--- config.mk ---
export PLATFORM = sky130hd
export DESIGN_NAME = arm_id_stage_pipe
export DESIGN_NICKNAME = d
export VERILOG_FILES = /design/src/rtl/arm_pkg.sv /design/src/rtl/arm_cond_check.sv /design/src/rtl/arm_id_stage_pipe.sv
export SDC_FILE = /design/constraint.sdc
export NUM_CORES = 1
export LEC_CHECK = 0
export CELL_PAD_IN_SITES_DETAIL_PLACEMENT = 1
export CELL_PAD_IN_SITES_GLOBAL_PLACEMENT = 1
export CORE_ASPECT_RATIO = 0.8
export CORE_MARGIN = 2
export CORE_UTILIZATION = 26
export CTS_CLUSTER_SIZE = 10
export DETAILED_ROUTE_END_ITERATION = 10
export HOLD_SLACK_MARGIN = 0.02
export PLACE_DENSITY_LB_ADDON = 0.25
export SLEW_MARGIN = 20
export SYNTH_ARGS = -nofsm -noshare
export SYNTH_HDL_FRONTEND = slang
export SYNTH_HIERARCHICAL = 1
export SYNTH_SLANG_ARGS = --single-unit
--- constraint.sdc ---
create_clock -name clk -period 2.6 [get_ports clk]
set_input_delay 0.39 -clock clk [delete_from_list [all_inputs] [get_ports clk]]
set_output_delay 0.39 -clock clk [all_outputs]
set_load 0.02 [all_outputs]
--- src/rtl/arm_pkg.sv ---
// Shared definitions for the ARM decode stage: instruction field encodings,
// ALU command encodings, condition codes and the ID/EX control bundle.
package arm_pkg;

    // Instruction class, instr[27:26]
    localparam logic [1:0] MODE_DP  = 2'b00;
    localparam logic [1:0] MODE_MEM = 2'b01;
    localparam logic [1:0] MODE_BR  = 2'b10;

    // Data-processing opcodes, instr[24:21]
    localparam logic [3:0] OP_AND = 4'b0000;
    localparam logic [3:0] OP_EOR = 4'b0001;
    localparam logic [3:0] OP_SUB = 4'b0010;
    localparam logic [3:0] OP_ADD = 4'b0100;
    localparam logic [3:0] OP_ADC = 4'b0101;
    localparam logic [3:0] OP_SBC = 4'b0110;
    localparam logic [3:0] OP_TST = 4'b1000;
    localparam logic [3:0] OP_CMP = 4'b1010;
    localparam logic [3:0] OP_ORR = 4'b1100;
    localparam logic [3:0] OP_MOV = 4'b1101;
    localparam logic [3:0] OP_MVN = 4'b1111;

    // ALU commands driven to the EX stage
    localparam logic [3:0] CMD_NONE = 4'b0000;
    localparam logic [3:0] CMD_MOV  = 4'b0001;
    localparam logic [3:0] CMD_ADD  = 4'b0010;
    localparam logic [3:0] CMD_ADC  = 4'b0011;
    localparam logic [3:0] CMD_SUB  = 4'b0100;
    localparam logic [3:0] CMD_SBC  = 4'b0101;
    localparam logic [3:0] CMD_AND  = 4'b0110;
    localparam logic [3:0] CMD_ORR  = 4'b0111;
    localparam logic [3:0] CMD_EOR  = 4'b1000;
    localparam logic [3:0] CMD_MVN  = 4'b1001;

    // Condition codes, instr[31:28]
    localparam logic [3:0] COND_EQ = 4'b0000;
    localparam logic [3:0] COND_NE = 4'b0001;
    localparam logic [3:0] COND_CS = 4'b0010;
    localparam logic [3:0] COND_CC = 4'b0011;
    localparam logic [3:0] COND_MI = 4'b0100;
    localparam logic [3:0] COND_PL = 4'b0101;
    localparam logic [3:0] COND_VS = 4'b0110;
    localparam logic [3:0] COND_VC = 4'b0111;
    localparam logic [3:0] COND_HI = 4'b1000;
    localparam logic [3:0] COND_LS = 4'b1001;
    localparam logic [3:0] COND_GE = 4'b1010;
    localparam logic [3:0] COND_LT = 4'b1011;
    localparam logic [3:0] COND_GT = 4'b1100;
    localparam logic [3:0] COND_LE = 4'b1101;
    localparam logic [3:0] COND_AL = 4'b1110;
    localparam logic [3:0] COND_NV = 4'b1111;

    // Control bundle carried in the ID/EX register
    typedef struct packed {
        logic       valid;
        logic       wb_en;
        logic       mem_read;
        logic       mem_write;
        logic       b;
        logic       s;
        logic       imm;
        logic [3:0] exe_cmd;
    } id_ctrl_t;

    localparam id_ctrl_t ID_CTRL_BUBBLE = '{
        valid:     1'b0,
        wb_en:     1'b0,
        mem_read:  1'b0,
        mem_write: 1'b0,
        b:         1'b0,
        s:         1'b0,
        imm:       1'b0,
        exe_cmd:   4'b0000
    };

endpackage

--- src/rtl/arm_cond_check.sv ---
// Combinational ARM condition evaluation of cond[3:0] against {N,Z,C,V}.
// The 1111 encoding never passes.
module arm_cond_check
    import arm_pkg::*;
(
    input  logic [3:0] cond,
    input  logic [3:0] status,
    output logic       cond_ok
);

    logic n_s;
    logic z_s;
    logic c_s;
    logic v_s;

    assign n_s = status[3];
    assign z_s = status[2];
    assign c_s = status[1];
    assign v_s = status[0];

    // Evaluate the condition field against the current flags
    always_comb begin
        cond_ok = 1'b0;
        case (cond)
            COND_EQ: cond_ok = z_s;
            COND_NE: cond_ok = ~z_s;
            COND_CS: cond_ok = c_s;
            COND_CC: cond_ok = ~c_s;
            COND_MI: cond_ok = n_s;
            COND_PL: cond_ok = ~n_s;
            COND_VS: cond_ok = v_s;
            COND_VC: cond_ok = ~v_s;
            COND_HI: cond_ok = c_s & ~z_s;
            COND_LS: cond_ok = ~c_s | z_s;
            COND_GE: cond_ok = (n_s == v_s);
            COND_LT: cond_ok = (n_s != v_s);
            COND_GT: cond_ok = ~z_s & (n_s == v_s);
            COND_LE: cond_ok = z_s | (n_s != v_s);
            COND_AL: cond_ok = 1'b1;
            COND_NV: cond_ok = 1'b0;
            default: cond_ok = 1'b0;
        endcase
    end

endmodule

--- src/rtl/arm_id_stage_pipe.sv ---
// ARM instruction decode stage with hazard detection and ID/EX register.
// Configuration macro: ID_FORWARDING_EN -- when defined, only load-use
// hazards against the EX stage stall (a forwarding unit covers the rest);
// when undefined, any pending EX/MEM register write to a used source stalls.
module arm_id_stage_pipe
    import arm_pkg::*;
#(
    parameter  int DATA_W   = 32,
    parameter  int NUM_REGS = 16,
    localparam int REG_AW   = $clog2(NUM_REGS)
) (
    input  logic              clk,
    input  logic              rst_n,
    input  logic              if_valid,
    input  logic [DATA_W-1:0] if_pc,
    input  logic [31:0]       if_instr,
    input  logic [3:0]        status,
    input  logic              flush,
    input  logic              ex_wb_en,
    input  logic [REG_AW-1:0] ex_dest,
    input  logic              ex_mem_read,
    input  logic              ex_s_en,
    input  logic              mem_wb_en,
    input  logic [REG_AW-1:0] mem_dest,
    output logic [REG_AW-1:0] rf_src1,
    output logic [REG_AW-1:0] rf_src2,
    input  logic [DATA_W-1:0] rf_val1,
    input  logic [DATA_W-1:0] rf_val2,
    output logic              stall,
    output logic              id_valid,
    output logic              id_wb_en,
    output logic              id_mem_read,
    output logic              id_mem_write,
    output logic              id_b,
    output logic              id_s,
    output logic              id_imm,
    output logic [3:0]        id_exe_cmd,
    output logic [DATA_W-1:0] id_pc,
    output logic [DATA_W-1:0] id_val_rn,
    output logic [DATA_W-1:0] id_val_rm,
    output logic [11:0]       id_shift_op,
    output logic [23:0]       id_simm24,
    output logic [REG_AW-1:0] id_dest,
    output logic [REG_AW-1:0] id_src1,
    output logic [REG_AW-1:0] id_src2
);

    logic [1:0]        mode_s;
    logic [3:0]        opcode_s;
    logic              is_str_s;
    logic              legal_s;
    logic              use_src1_s;
    logic              use_src2_s;
    logic              cond_ok_s;
    logic              reg_hz_s;
    logic              stat_hz_s;
    logic              hazard_s;
    logic              issue_s;
    logic              unused_fwd_s;
    id_ctrl_t          ctrl_s;
    logic [REG_AW-1:0] src1_s;
    logic [REG_AW-1:0] src2_s;
    logic [REG_AW-1:0] dest_s;

    id_ctrl_t          ctrl_r;
    logic [DATA_W-1:0] pc_r;
    logic [DATA_W-1:0] val_rn_r;
    logic [DATA_W-1:0] val_rm_r;
    logic [11:0]       shift_op_r;
    logic [23:0]       simm24_r;
    logic [REG_AW-1:0] dest_r;
    logic [REG_AW-1:0] src1_r;
    logic [REG_AW-1:0] src2_r;

    assign mode_s   = if_instr[27:26];
    assign opcode_s = if_instr[24:21];
    assign is_str_s = (mode_s == MODE_MEM) & ~if_instr[20];

    // Register-file read addresses; stores read Rd as the data operand
    assign src1_s  = REG_AW'(if_instr[19:16]);
    assign src2_s  = is_str_s ? REG_AW'(if_instr[15:12]) : REG_AW'(if_instr[3:0]);
    assign dest_s  = REG_AW'(if_instr[15:12]);
    assign rf_src1 = src1_s;
    assign rf_src2 = src2_s;

    arm_cond_check u_cond_check (
        .cond    (if_instr[31:28]),
        .status  (status),
        .cond_ok (cond_ok_s)
    );

    // Decode instruction class and opcode into the control bundle and source usage
    always_comb begin
        ctrl_s      = ID_CTRL_BUBBLE;
        ctrl_s.imm  = if_instr[25];
        legal_s     = 1'b0;
        use_src1_s  = 1'b1;
        use_src2_s  = 1'b0;
        case (mode_s)
            MODE_DP: begin
                legal_s      = 1'b1;
                use_src2_s   = ~if_instr[25];
                ctrl_s.wb_en = 1'b1;
                ctrl_s.s     = if_instr[20];
                case (opcode_s)
                    OP_MOV: begin
                        ctrl_s.exe_cmd = CMD_MOV;
                        use_src1_s     = 1'b0;
                    end
                    OP_MVN: begin
                        ctrl_s.exe_cmd = CMD_MVN;
                        use_src1_s     = 1'b0;
                    end
                    OP_ADD: ctrl_s.exe_cmd = CMD_ADD;
                    OP_ADC: ctrl_s.exe_cmd = CMD_ADC;
                    OP_SUB: ctrl_s.exe_cmd = CMD_SUB;
                    OP_SBC: ctrl_s.exe_cmd = CMD_SBC;
                    OP_AND: ctrl_s.exe_cmd = CMD_AND;
                    OP_ORR: ctrl_s.exe_cmd = CMD_ORR;
                    OP_EOR: ctrl_s.exe_cmd = CMD_EOR;
                    OP_CMP: begin
                        ctrl_s.exe_cmd = CMD_SUB;
                        ctrl_s.wb_en   = 1'b0;
                    end
                    OP_TST: begin
                        ctrl_s.exe_cmd = CMD_AND;
                        ctrl_s.wb_en   = 1'b0;
                    end
                    default: begin
                        legal_s        = 1'b0;
                        ctrl_s.exe_cmd = CMD_NONE;
                    end
                endcase
            end
            MODE_MEM: begin
                legal_s          = 1'b1;
                ctrl_s.exe_cmd   = CMD_ADD;
                ctrl_s.mem_read  = if_instr[20];
                ctrl_s.wb_en     = if_instr[20];
                ctrl_s.mem_write = ~if_instr[20];
                use_src2_s       = ~if_instr[20];
            end
            MODE_BR: begin
                legal_s        = 1'b1;
                ctrl_s.b       = 1'b1;
                ctrl_s.exe_cmd = CMD_NONE;
                use_src1_s     = 1'b0;
            end
            default: begin
                legal_s = 1'b0;
            end
        endcase
        ctrl_s.valid = legal_s;
    end

`ifdef ID_FORWARDING_EN
    // Only a load in EX cannot be forwarded in time; MEM results are forwarded
    assign reg_hz_s = ex_wb_en & ex_mem_read &
                      ((use_src1_s & (ex_dest == src1_s)) |
                       (use_src2_s & (ex_dest == src2_s)));
    assign unused_fwd_s = mem_wb_en ^ (^mem_dest);
`else
    // Without forwarding any pending EX or MEM write to a used source stalls
    assign reg_hz_s = (ex_wb_en  & ((use_src1_s & (ex_dest  == src1_s)) |
                                    (use_src2_s & (ex_dest  == src2_s)))) |
                      (mem_wb_en & ((use_src1_s & (mem_dest == src1_s)) |
                                    (use_src2_s & (mem_dest == src2_s))));
    assign unused_fwd_s = ex_mem_read;
`endif

    // Flags written by the EX instruction are not yet visible to a conditional
    assign stat_hz_s = (if_instr[31:28] != COND_AL) & ex_s_en;
    assign hazard_s  = if_valid & (reg_hz_s | stat_hz_s);
    assign stall     = hazard_s & ~flush;
    assign issue_s   = if_valid & ~flush & ~hazard_s & cond_ok_s & legal_s;

    // ID/EX register: reset clears everything, otherwise issue or insert a bubble
    always_ff @(posedge clk) begin
        if (!rst_n) begin
            ctrl_r     <= ID_CTRL_BUBBLE;
            pc_r       <= {DATA_W{1'b0}};
            val_rn_r   <= {DATA_W{1'b0}};
            val_rm_r   <= {DATA_W{1'b0}};
            shift_op_r <= 12'h000;
            simm24_r   <= 24'h000000;
            dest_r     <= {REG_AW{1'b0}};
            src1_r     <= {REG_AW{1'b0}};
            src2_r     <= {REG_AW{1'b0}};
        end else begin
            pc_r       <= if_pc;
            val_rn_r   <= rf_val1;
            val_rm_r   <= rf_val2;
            shift_op_r <= if_instr[11:0];
            simm24_r   <= if_instr[23:0];
            dest_r     <= dest_s;
            src1_r     <= src1_s;
            src2_r     <= src2_s;
            if (issue_s) begin
                ctrl_r <= ctrl_s;
            end else begin
                ctrl_r <= ID_CTRL_BUBBLE;
            end
        end
    end

    assign id_valid     = ctrl_r.valid;
    assign id_wb_en     = ctrl_r.wb_en;
    assign id_mem_read  = ctrl_r.mem_read;
    assign id_mem_write = ctrl_r.mem_write;
    assign id_b         = ctrl_r.b;
    assign id_s         = ctrl_r.s;
    assign id_imm       = ctrl_r.imm;
    assign id_exe_cmd   = ctrl_r.exe_cmd;
    assign id_pc        = pc_r;
    assign id_val_rn    = val_rn_r;
    assign id_val_rm    = val_rm_r;
    assign id_shift_op  = shift_op_r;
    assign id_simm24    = simm24_r;
    assign id_dest      = dest_r;
    assign id_src1      = src1_r;
    assign id_src2      = src2_r;

endmodule
==> results of run 1 <==
synthesized netlist by cell type, drive strengths merged:
cell type and n:
nor3 6, nor4b 2, nand2b 1, nor2 9, mux2i 5, o2111ai 1
nor4 12, ha 4, dlygate4sd1 2, o22ai 1, a221oi 1, nand3 10
nor3b 1, and3 1, nand2 1, inv 12, dfxtp 135, and2 119
a22o 1, nand4b 1, or4bb 1, a31o 1, o211ai 1, a32o 2
nand3b 1, o21ai 4, a2111oi 1, xor2 13, o311ai 1, a311oi 1
nand4 3, o311a 1, xnor2 10, o22a 1, a21oi 8, nor2b 3
buf 29, clkbuf 17, a211oi 1, and3b 2
per-layer routing:
metal / up-vias / track usage [%] / routed length, um
met4: 0 / 5.99 / 175
met1: 1933 / 19.7 / 6870
met2: 161 / 33.9 / 9150
li1: 2015 / - / -
met3: 15 / 6.54 / 1210
met5: - / 0 / 0
final cells by class:
| cell class | instances | share of cell area (%) |
|---|---|---|
| flip-flops and latches | 135 | 30.6 |
| repair buffers | 357 | 39.1 |
| clock inverters | 12 | 1.85 |
| well taps | 225 | 3.18 |
| inverters | 12 | 0.509 |
| multi-input cells | 231 | 19.7 |
| clock buffers | 19 | 5.01 |
| diodes | 2 | 0.0566 |
cell families (layout without fill, tap and decap cells):
| group | Yosys count | in the layout | synth area share [%] |
|---|---|---|---|
| fa+ha+maj | 4 | 4 | 1.06 |
| flops | 135 | 135 | 57.5 |
| compound gates | 26 | 26 | 3.96 |
| buf+inv | 60 | 400 | 7.50 |
| xor+xnor | 23 | 23 | 4.28 |
| other cells | 0 | 2 | 0 |
| mux | 5 | 5 | 1.33 |
| simple gates | 173 | 173 | 24.4 |
stage by stage:
| step | worst slack (ns) | TNS (ns) | utilization, % | hold WS [ns] |
|---|---|---|---|---|
| 2_1_floorplan | 0.196 | 0 | - | 0.512 |
| 3_3_place_gp | -0.982 | -4.71 | 46.2 | 0.803 |
| 3_5_place_dp | -1.05 | -5.96 | 46.2 | 0.813 |
| 4_1_cts | -0.0586 | -0.0586 | 50.2 | 0.360 |
| 5_1_grt | -0.0582 | -0.0586 | 50.4 | 0.376 |
| 6_report | 0.0153 | 0 | 50.4 | 0.371 |
worst max-delay path by stage:
stage / endpoint / slack (ns)
2_1_floorplan: stall / 0.20
3_3_place_gp: stall / -0.98
3_5_place_dp: stall / -1.05
4_1_cts: stall / -0.06
5_1_grt: stall / -0.06
6_report: stall / 0.02
power by group through the flow:
stage	sequential [mW]	combinational, mW	clock [mW]
global route	2.22	1.02	2.67
finish	2.21	0.961	2.49
CTS	2.21	0.967	2.56
detailed placement	2.26	0.947	0
floorplan	2.38	0.247	0
global placement	2.25	0.931	0
sequential cells by signal, indices dropped and copies added (netlist names):
register      count
id_shift_op      11
id_valid          1
id_simm24        13
id_b              1
id_val_rm        32
id_mem_read       1
id_mem_write      1
id_val_rn        32
id_pc            32
id_src2           4
id_s              1
id_wb_en          1
id_imm            1
id_exe_cmd        4
repair_timing:
item	4_1_cts	5_1_grt
endpoints found under the setup margin	5	7
cloned	0	0
endpoints found under the hold margin	0	0
pin swaps	4	2
setup buffers	3	0
resized for setup	30	10
==> tab_implementation.tex, run 1 <==
\begin{tabular}{lr}
\hline
Metric & Value \\
\hline
\multicolumn{2}{l}{\textbf{Synthesis}} \\
\quad Synth Net Count & 578 \\
\quad Synth Area per Inst & 11.0 um2 \\
\quad Sequential fraction of the synthesis area & 57.5\% \\
\quad Largest cells by area after synthesis & dfxtp\_1, and2\_1, buf\_4, xor2\_1, nor4\_2 \\
\quad FF+latch count, synth & between 100 and 150 \\
\quad Mapped Area & 4700 um2 \\
\quad Total of warnings raised by yosys & 6 \\
\quad Number of distinct library cell variants in the gate-level netlist after synthesis & 48 \\
\quad Proportion of netlist area held by the largest area contributor & 57.5\% \\
\quad Cell type contributing the most total cell area after synthesis & dfxtp\_1 \\
\quad Number of cells produced by synthesis & 426 \\
\multicolumn{2}{l}{\textbf{Job}} \\
\quad Number of violations of the max-capacitance limit & 0 \\
\multicolumn{2}{l}{\textbf{Global route}} \\
\quad Number of antenna violations at the first check in global routing & 2 \\
\quad Global-route wire length before repair & 26600 um \\
\quad Largest net degree at the start of global routing & 90 \\
\quad Remaining global-route overflow & 0 \\
\quad Vias in the first global route & 4491 \\
\quad GR Util All Layers & a little under a fifth \\
\multicolumn{2}{l}{\textbf{Outcome}} \\
\quad Status & complete, no violations \\
\multicolumn{2}{l}{\textbf{Worst setup path}} \\
\quad Slowest stage delay, CP & 0.49 ns \\
\quad Critical path data arrival time & 2.19 ns \\
\quad Maximum fanout count along the critical path & 4 \\
\quad Slowest cell on the critical path & or4bb\_1 \\
\quad Critical path buffers and inverters & 4 \\
\quad CP Class & in2out \\
\quad Top cell family by delay on the critical path & compound AO/OA/AOI/OAI gates \\
\quad Number of stages on the worst setup path & 10 \\
\quad Critical path startpoint category & input port \\
\quad Launch point of the worst path & if\_instr[27] \\
\quad Data required time at the worst endpoint & roughly 2.2 ns \\
\quad Category of the worst setup path capture point & output port \\
\quad Cells traversed along the worst timing path & buf\_2 -> inv\_2 -> ha\_4 -> buf\_4 -> or4bb\_1 -> o311ai\_2 -> a21oi\_1 -> a32o\_2 -> o311a\_4 -> buf\_6 \\
\multicolumn{2}{l}{\textbf{Worst hold path}} \\
\quad Sink of the worst hold path & id\_shift\_op[1]\$\_SDFF\_PN0\_ \\
\quad Min-Delay Path Depth & 2 \\
\quad Worst Min Path Start & if\_instr[1] \\
\quad Class of the tightest hold or removal check & in2reg \\
\multicolumn{2}{l}{\textbf{STA}} \\
\quad Total count of hold-check failures in the final report & 0 \\
\quad Final setup vio count & 0 \\
\quad Tightest slew margin relative to the limit & 53.8\% \\
\quad Unrepaired setup endpoints after global routing & yes \\
\quad FMAX & approximately 0.39 GHz \\
\quad Share of the cycle needed by the critical path after routing & 99.4\% \\
\quad Least-Margin Pin Slew & a little under 0.7 ns \\
\quad Max-slew violation total from the final report & 0 \\
\quad Minimum clock period after layout & 2.58 ns \\
\multicolumn{2}{l}{\textbf{Cells and area}} \\
\quad Fraction of layout instances using a drive strength above 1 & about 14\% \\
\quad Area overhead of the layout relative to synthesis & 88.1\% \\
\quad Flip-flop and latch area & 2700 um2 \\
\quad Most frequent cells in the layout & clkdlybuf4s50\_1, dfxtp\_1, and2\_1, buf\_4, clkbuf\_16 \\
\quad Leading cell type in the layout, fill and taps excluded & clkdlybuf4s50\_1 \\
\quad Layout Cell Area excl Fill & just under 9000 um2 \\
\quad Final nets & 906 \\
\quad Footprint of the multi-input gates & 1750 um2 \\
\quad Non-Filler Instances & 993 \\
\quad Fill count & 1852 \\
\multicolumn{2}{l}{\textbf{Die}} \\
\quad Die area & around 19000 um2 \\
\quad DIE HEIGHT & 124 um \\
\quad Num rows & 43 \\
\quad Starting utilization of the core area & between 20\% and 30\% \\
\quad Ports placed on the boundary & $\sim$310 \\
\quad Chip Width & 154 um \\
\quad Core region area & approximately 18000 um2 \\
\multicolumn{2}{l}{\textbf{Power}} \\
\quad Clock power frac & 44.0\% \\
\quad Register share of total power & 39.0\% \\
\quad Static leakage & 3.52 nW \\
\quad Switching power as a share of total power & between 20\% and 30\% \\
\quad Power Internal & 4.26 mW \\
\quad Total power draw & 5.66 mW \\
\quad Cell area power density & 640 nW/um2 \\
\quad Part of the power in combinational logic & between 15 and 20\% \\
\quad Max rail drop VDD & roughly 0.38 mV \\
\quad Reported net switching power & 1.39 mW \\
\multicolumn{2}{l}{\textbf{Placed design}} \\
\quad Cell Area, Placed & 8110 um2 \\
\quad \# placed instances & $\sim$960 \\
\quad IO Port Bufs & 310 \\
\quad Placer congestion estimate & 0.805 \\
\quad Half-perimeter wire length of the detailed placement result & between 10000 and 15000 um \\
\multicolumn{2}{l}{\textbf{Detailed routing}} \\
\quad Vias per inst & 4.15 \\
\quad Router iterations before antenna repair & 4 \\
\quad DRC violation count after routing & 0 \\
\quad Detailed-route wire length & 17400 um \\
\quad Final routed wire length divided by cell count & $\sim$18 um \\
\quad Number of violations reported at the end of detailed-routing iteration 0 & 176 \\
\quad Antenna Nets Post-Route & 0 \\
\quad Via count & roughly 4100 \\
\multicolumn{2}{l}{\textbf{CTS}} \\
\quad Clk sinks & between 100 and 150 \\
\quad Clock slew seen by the registers of the worst setup and hold paths & 0.06 ns \\
\quad Longest Clk Path Bufs & 2 \\
\quad Root buf cell & clkbuf\_16 \\
\quad Number of buffers inserted during clock tree synthesis & 17 \\
\quad TritonCTS clock tree & yes \\
\quad Post-CTS Hold Buffers & 0 \\
\quad H-Tree Level Count & 4 \\
\hline
\end{tabular}
Note: power is estimated with default switching activity, not from simulation.
==> inputs of run 2 (changes only) <==
--- a/config.mk
+++ b/config.mk
@@ -8,7 +8,7 @@
 export CELL_PAD_IN_SITES_DETAIL_PLACEMENT = 1
 export CELL_PAD_IN_SITES_GLOBAL_PLACEMENT = 1
 export CORE_ASPECT_RATIO = 0.8
-export CORE_MARGIN = 2
+export CORE_MARGIN = 5
 export CORE_UTILIZATION = 26
 export CTS_CLUSTER_SIZE = 10
 export DETAILED_ROUTE_END_ITERATION = 10
==> tab_implementation.tex, run 2 (synthesis gave the netlist of run 1 again) <==
\begin{tabular}{lr}
\hline
Metric & Value \\
\hline
\multicolumn{2}{l}{\textbf{Outcome}} \\
\quad Status & complete, no violations \\
\multicolumn{2}{l}{\textbf{CTS}} \\
\quad Clk sinks & 135 (unchanged) \\
\quad Longest Clk Path Bufs & 2 (unchanged) \\
\quad Root buf cell & clkbuf\_16 \\
\quad TritonCTS clock tree & yes \\
\quad Clock slew seen by the registers of the worst setup and hold paths & 0.06 ns (about the same) \\
\quad H-Tree Level Count & 4 (unchanged) \\
\quad Number of buffers inserted during clock tree synthesis & 17 (unchanged) \\
\quad Post-CTS Hold Buffers & 0 (unchanged) \\
\multicolumn{2}{l}{\textbf{Power}} \\
\quad Static leakage & 3.52 nW (about the same) \\
\quad Cell area power density & 634 nW/um2 (-0.91\%) \\
\quad Max rail drop VDD & 0.359 mV (-4.8\%) \\
\multicolumn{2}{l}{\textbf{Worst setup path}} \\
\quad CP Class & in2out \\
\quad Critical path data arrival time & 2.16 ns (-0.03 ns) \\
\quad Capture point of the critical path & stall \\
\quad Maximum fanout count along the critical path & 3 (-1) \\
\quad Data required time at the worst endpoint & 2.21 ns (about the same) \\
\quad Critical path startpoint category & input port \\
\quad Launch point of the worst path & mem\_dest[2] \\
\quad Category of the worst setup path capture point & output port \\
\multicolumn{2}{l}{\textbf{Cells and area}} \\
\quad Leading cell type in the layout, fill and taps excluded & clkdlybuf4s50\_1 \\
\quad Most frequent cells in the layout & clkdlybuf4s50\_1, dfxtp\_1, and2\_1, buf\_4, clkbuf\_16 \\
\quad Area overhead of the layout relative to synthesis & 87.0\% \\
\quad Non-Filler Instances & 999 (+0.60\%) \\
\quad Final nets & 908 (+0.22\%) \\
\quad Fill count & 1934 (+4.4\%) \\
\quad Number of antenna cells inserted & 0 (-2) \\
\quad Fraction of layout instances using a drive strength above 1 & 13.9\% (-0.32 points) \\
\multicolumn{2}{l}{\textbf{Worst hold path}} \\
\quad Class of the tightest hold or removal check & in2reg \\
\quad Worst Min Path Start & if\_instr[13] \\
\multicolumn{2}{l}{\textbf{Global route}} \\
\quad Remaining global-route overflow & 0 (unchanged) \\
\quad GR Util All Layers & 16.0\% (-2.5 points) \\
\quad Vias in the first global route & 4421 (-1.6\%) \\
\quad Global-route wire length before repair & 25800 um (-3.1\%) \\
\quad Global-route met2 utilization & 28.6\% (-5.3 points) \\
\quad Global routing met3 resource utilization & 6.28\% (-0.26 points) \\
\quad Largest net degree at the start of global routing & 119 (+32\%) \\
\quad Number of antenna violations at the first check in global routing & 0 (-2) \\
\quad Met1 capacity usage during global routing & 18.1\% (-1.6 points) \\
\quad Most Crowded Layer GR & met2 \\
\multicolumn{2}{l}{\textbf{STA}} \\
\quad Unrepaired setup endpoints after global routing & yes \\
\quad Share of the cycle needed by the critical path after routing & 98.2\% (-1.2 points) \\
\quad Tightest slew margin relative to the limit & 39.7\% (-14 points) \\
\quad Total count of hold-check failures in the final report & 0 (unchanged) \\
\quad Setup TNS & 0 ns (unchanged) \\
\quad Final setup vio count & 0 (unchanged) \\
\quad Least-Margin Pin Slew & 0.904 ns (+0.211 ns) \\
\quad Max-slew violation total from the final report & 0 (unchanged) \\
\quad Minimum clock period after layout & 2.55 ns (-0.0318 ns) \\
\quad FMAX & 0.392 GHz (+1.2\%) \\
\quad Worst Slack Setup Final & 0.0471 ns (+0.0318 ns) \\
\multicolumn{2}{l}{\textbf{Placed design}} \\
\quad Worst slack at placement & -0.911 ns (+0.138 ns) \\
\quad Placer congestion estimate & 0.820 (+1.8\%) \\
\quad \# placed instances & 963 (+0.63\%) \\
\quad Half-perimeter wire length of the detailed placement result & 13900 um (+0.18\%) \\
\quad IO Port Bufs & 310 (unchanged) \\
\multicolumn{2}{l}{\textbf{Die}} \\
\quad Ports placed on the boundary & 312 (unchanged) \\
\quad Chip Width & 160 um (+3.9\%) \\
\quad Die area & 20900 um2 (+8.9\%) \\
\quad DIE HEIGHT & 130 um (+4.8\%) \\
\quad Starting utilization of the core area & 26.2\% (-0.61 points) \\
\quad Core region area & 17900 um2 (+2.3\%) \\
\quad Num rows & 44 (+2.3\%) \\
\multicolumn{2}{l}{\textbf{Detailed routing}} \\
\quad Vias per inst & 4.15 (about the same) \\
\quad Router iterations before antenna repair & 4 (unchanged) \\
\quad Final routed wire length divided by cell count & 17.4 um (-0.67\%) \\
\quad Number of violations reported at the end of detailed-routing iteration 0 & 99 (-44\%) \\
\quad Via count & 4150 (+0.63\%) \\
\quad DRC violation count after routing & 0 (unchanged) \\
\quad Antenna Nets Post-Route & 0 (unchanged) \\
\quad Detailed-route wire length & 17400 um (about the same) \\
\multicolumn{2}{l}{\textbf{Job}} \\
\quad Number of violations of the max-capacitance limit & 0 (unchanged) \\
\hline
\end{tabular}
[run 2: changes by cell type in the layout (fill, tap and decap cells not counted), moves of 2 or more]
cell,previous run,this run
mux2i_4,4,1
clkdlybuf4s50_1,300,298
diode_2,2,0
dlygate4sd2_1,2,4
inv_8,0,2
mux2i_2,0,2
xnor2_1,8,10
xnor2_2,2,0
[run 2: cell type report]
cell class | count | area [um2] | share of cell area [%]
repair buffers | 359 | 3480 | 39.5
flip-flops and latches | 135 | 2700 | 30.7
multi-input cells | 231 | 1690 | 19.2
clock buffers | 18 | 429 | 4.88
well taps | 230 | 288 | 3.27
clock inverters | 14 | 164 | 1.86
inverters | 12 | 45.0 | 0.512
[run 2: worst min-delay path by stage]
stage                                           end  slack (ns)  cells after the start
after floorplan           id_shift_op[0]$_SDFF_PN0_        0.51                      1
after global placement    id_shift_op[3]$_SDFF_PN0_        0.82                      3
after detailed placement      id_src2[2]$_SDFF_PN0_        0.82                      3
after CTS                     id_src2[2]$_SDFF_PN0_        0.39                      3
after global routing       id_simm24[13]$_SDFF_PN0_        0.38                      3
final                      id_simm24[13]$_SDFF_PN0_        0.39                      3
[run 2: critical path: stages]
cell and delay (ns):
clkdlybuf4s50_1 0.59, xor2_1 0.17, a221oi_1 0.06, a32o_1 0.23, a32o_2 0.27, o311a_4 0.31, buf_6 0.13
[run 2: repair_timing]
item,CTS,global route
endpoints found under the setup margin,5,3
pin swaps,1,5
resized for setup,20,13
setup buffers,0,4
[run 2: metal layers]
layer  vias to the layer above  wire [um]
met5                         -          0
met4                         0        245
met3                        18       1220
met2                       176       8800
met1                      1945       7130
li1                       2011          -
[run 2: power by group]
part,total (mW),internal [mW],leakage [nW],switching (mW)
Sequential,2.21,2.17,1.12,0.0336
Clock,2.42,1.44,0.287,0.971
Combinational,0.952,0.538,2.11,0.413
[run 2: stage by stage]
stage	hold slack [ns]	area [um2]	power [mW]	util (%)
final	0.392	8790	5.57	49.0
after global routing	0.381	8790	5.82	49.0
after CTS	0.394	8730	5.66	48.7
after detailed placement	0.823	8120	3.21	45.2
after global placement	0.822	8120	3.19	45.2
after floorplan	0.512	4700	2.63	-
==> inputs of run 3 (changes only) <==
--- a/config.mk
+++ b/config.mk
@@ -10,7 +10,7 @@
 export CORE_ASPECT_RATIO = 0.8
 export CORE_MARGIN = 5
 export CORE_UTILIZATION = 26
-export CTS_CLUSTER_SIZE = 10
+export CTS_CLUSTER_SIZE = 20
 export DETAILED_ROUTE_END_ITERATION = 10
 export HOLD_SLACK_MARGIN = 0.02
 export PLACE_DENSITY_LB_ADDON = 0.25
==> results of run 3 <==
The final DEF is identical to that of run 2; final timing and power are the same.
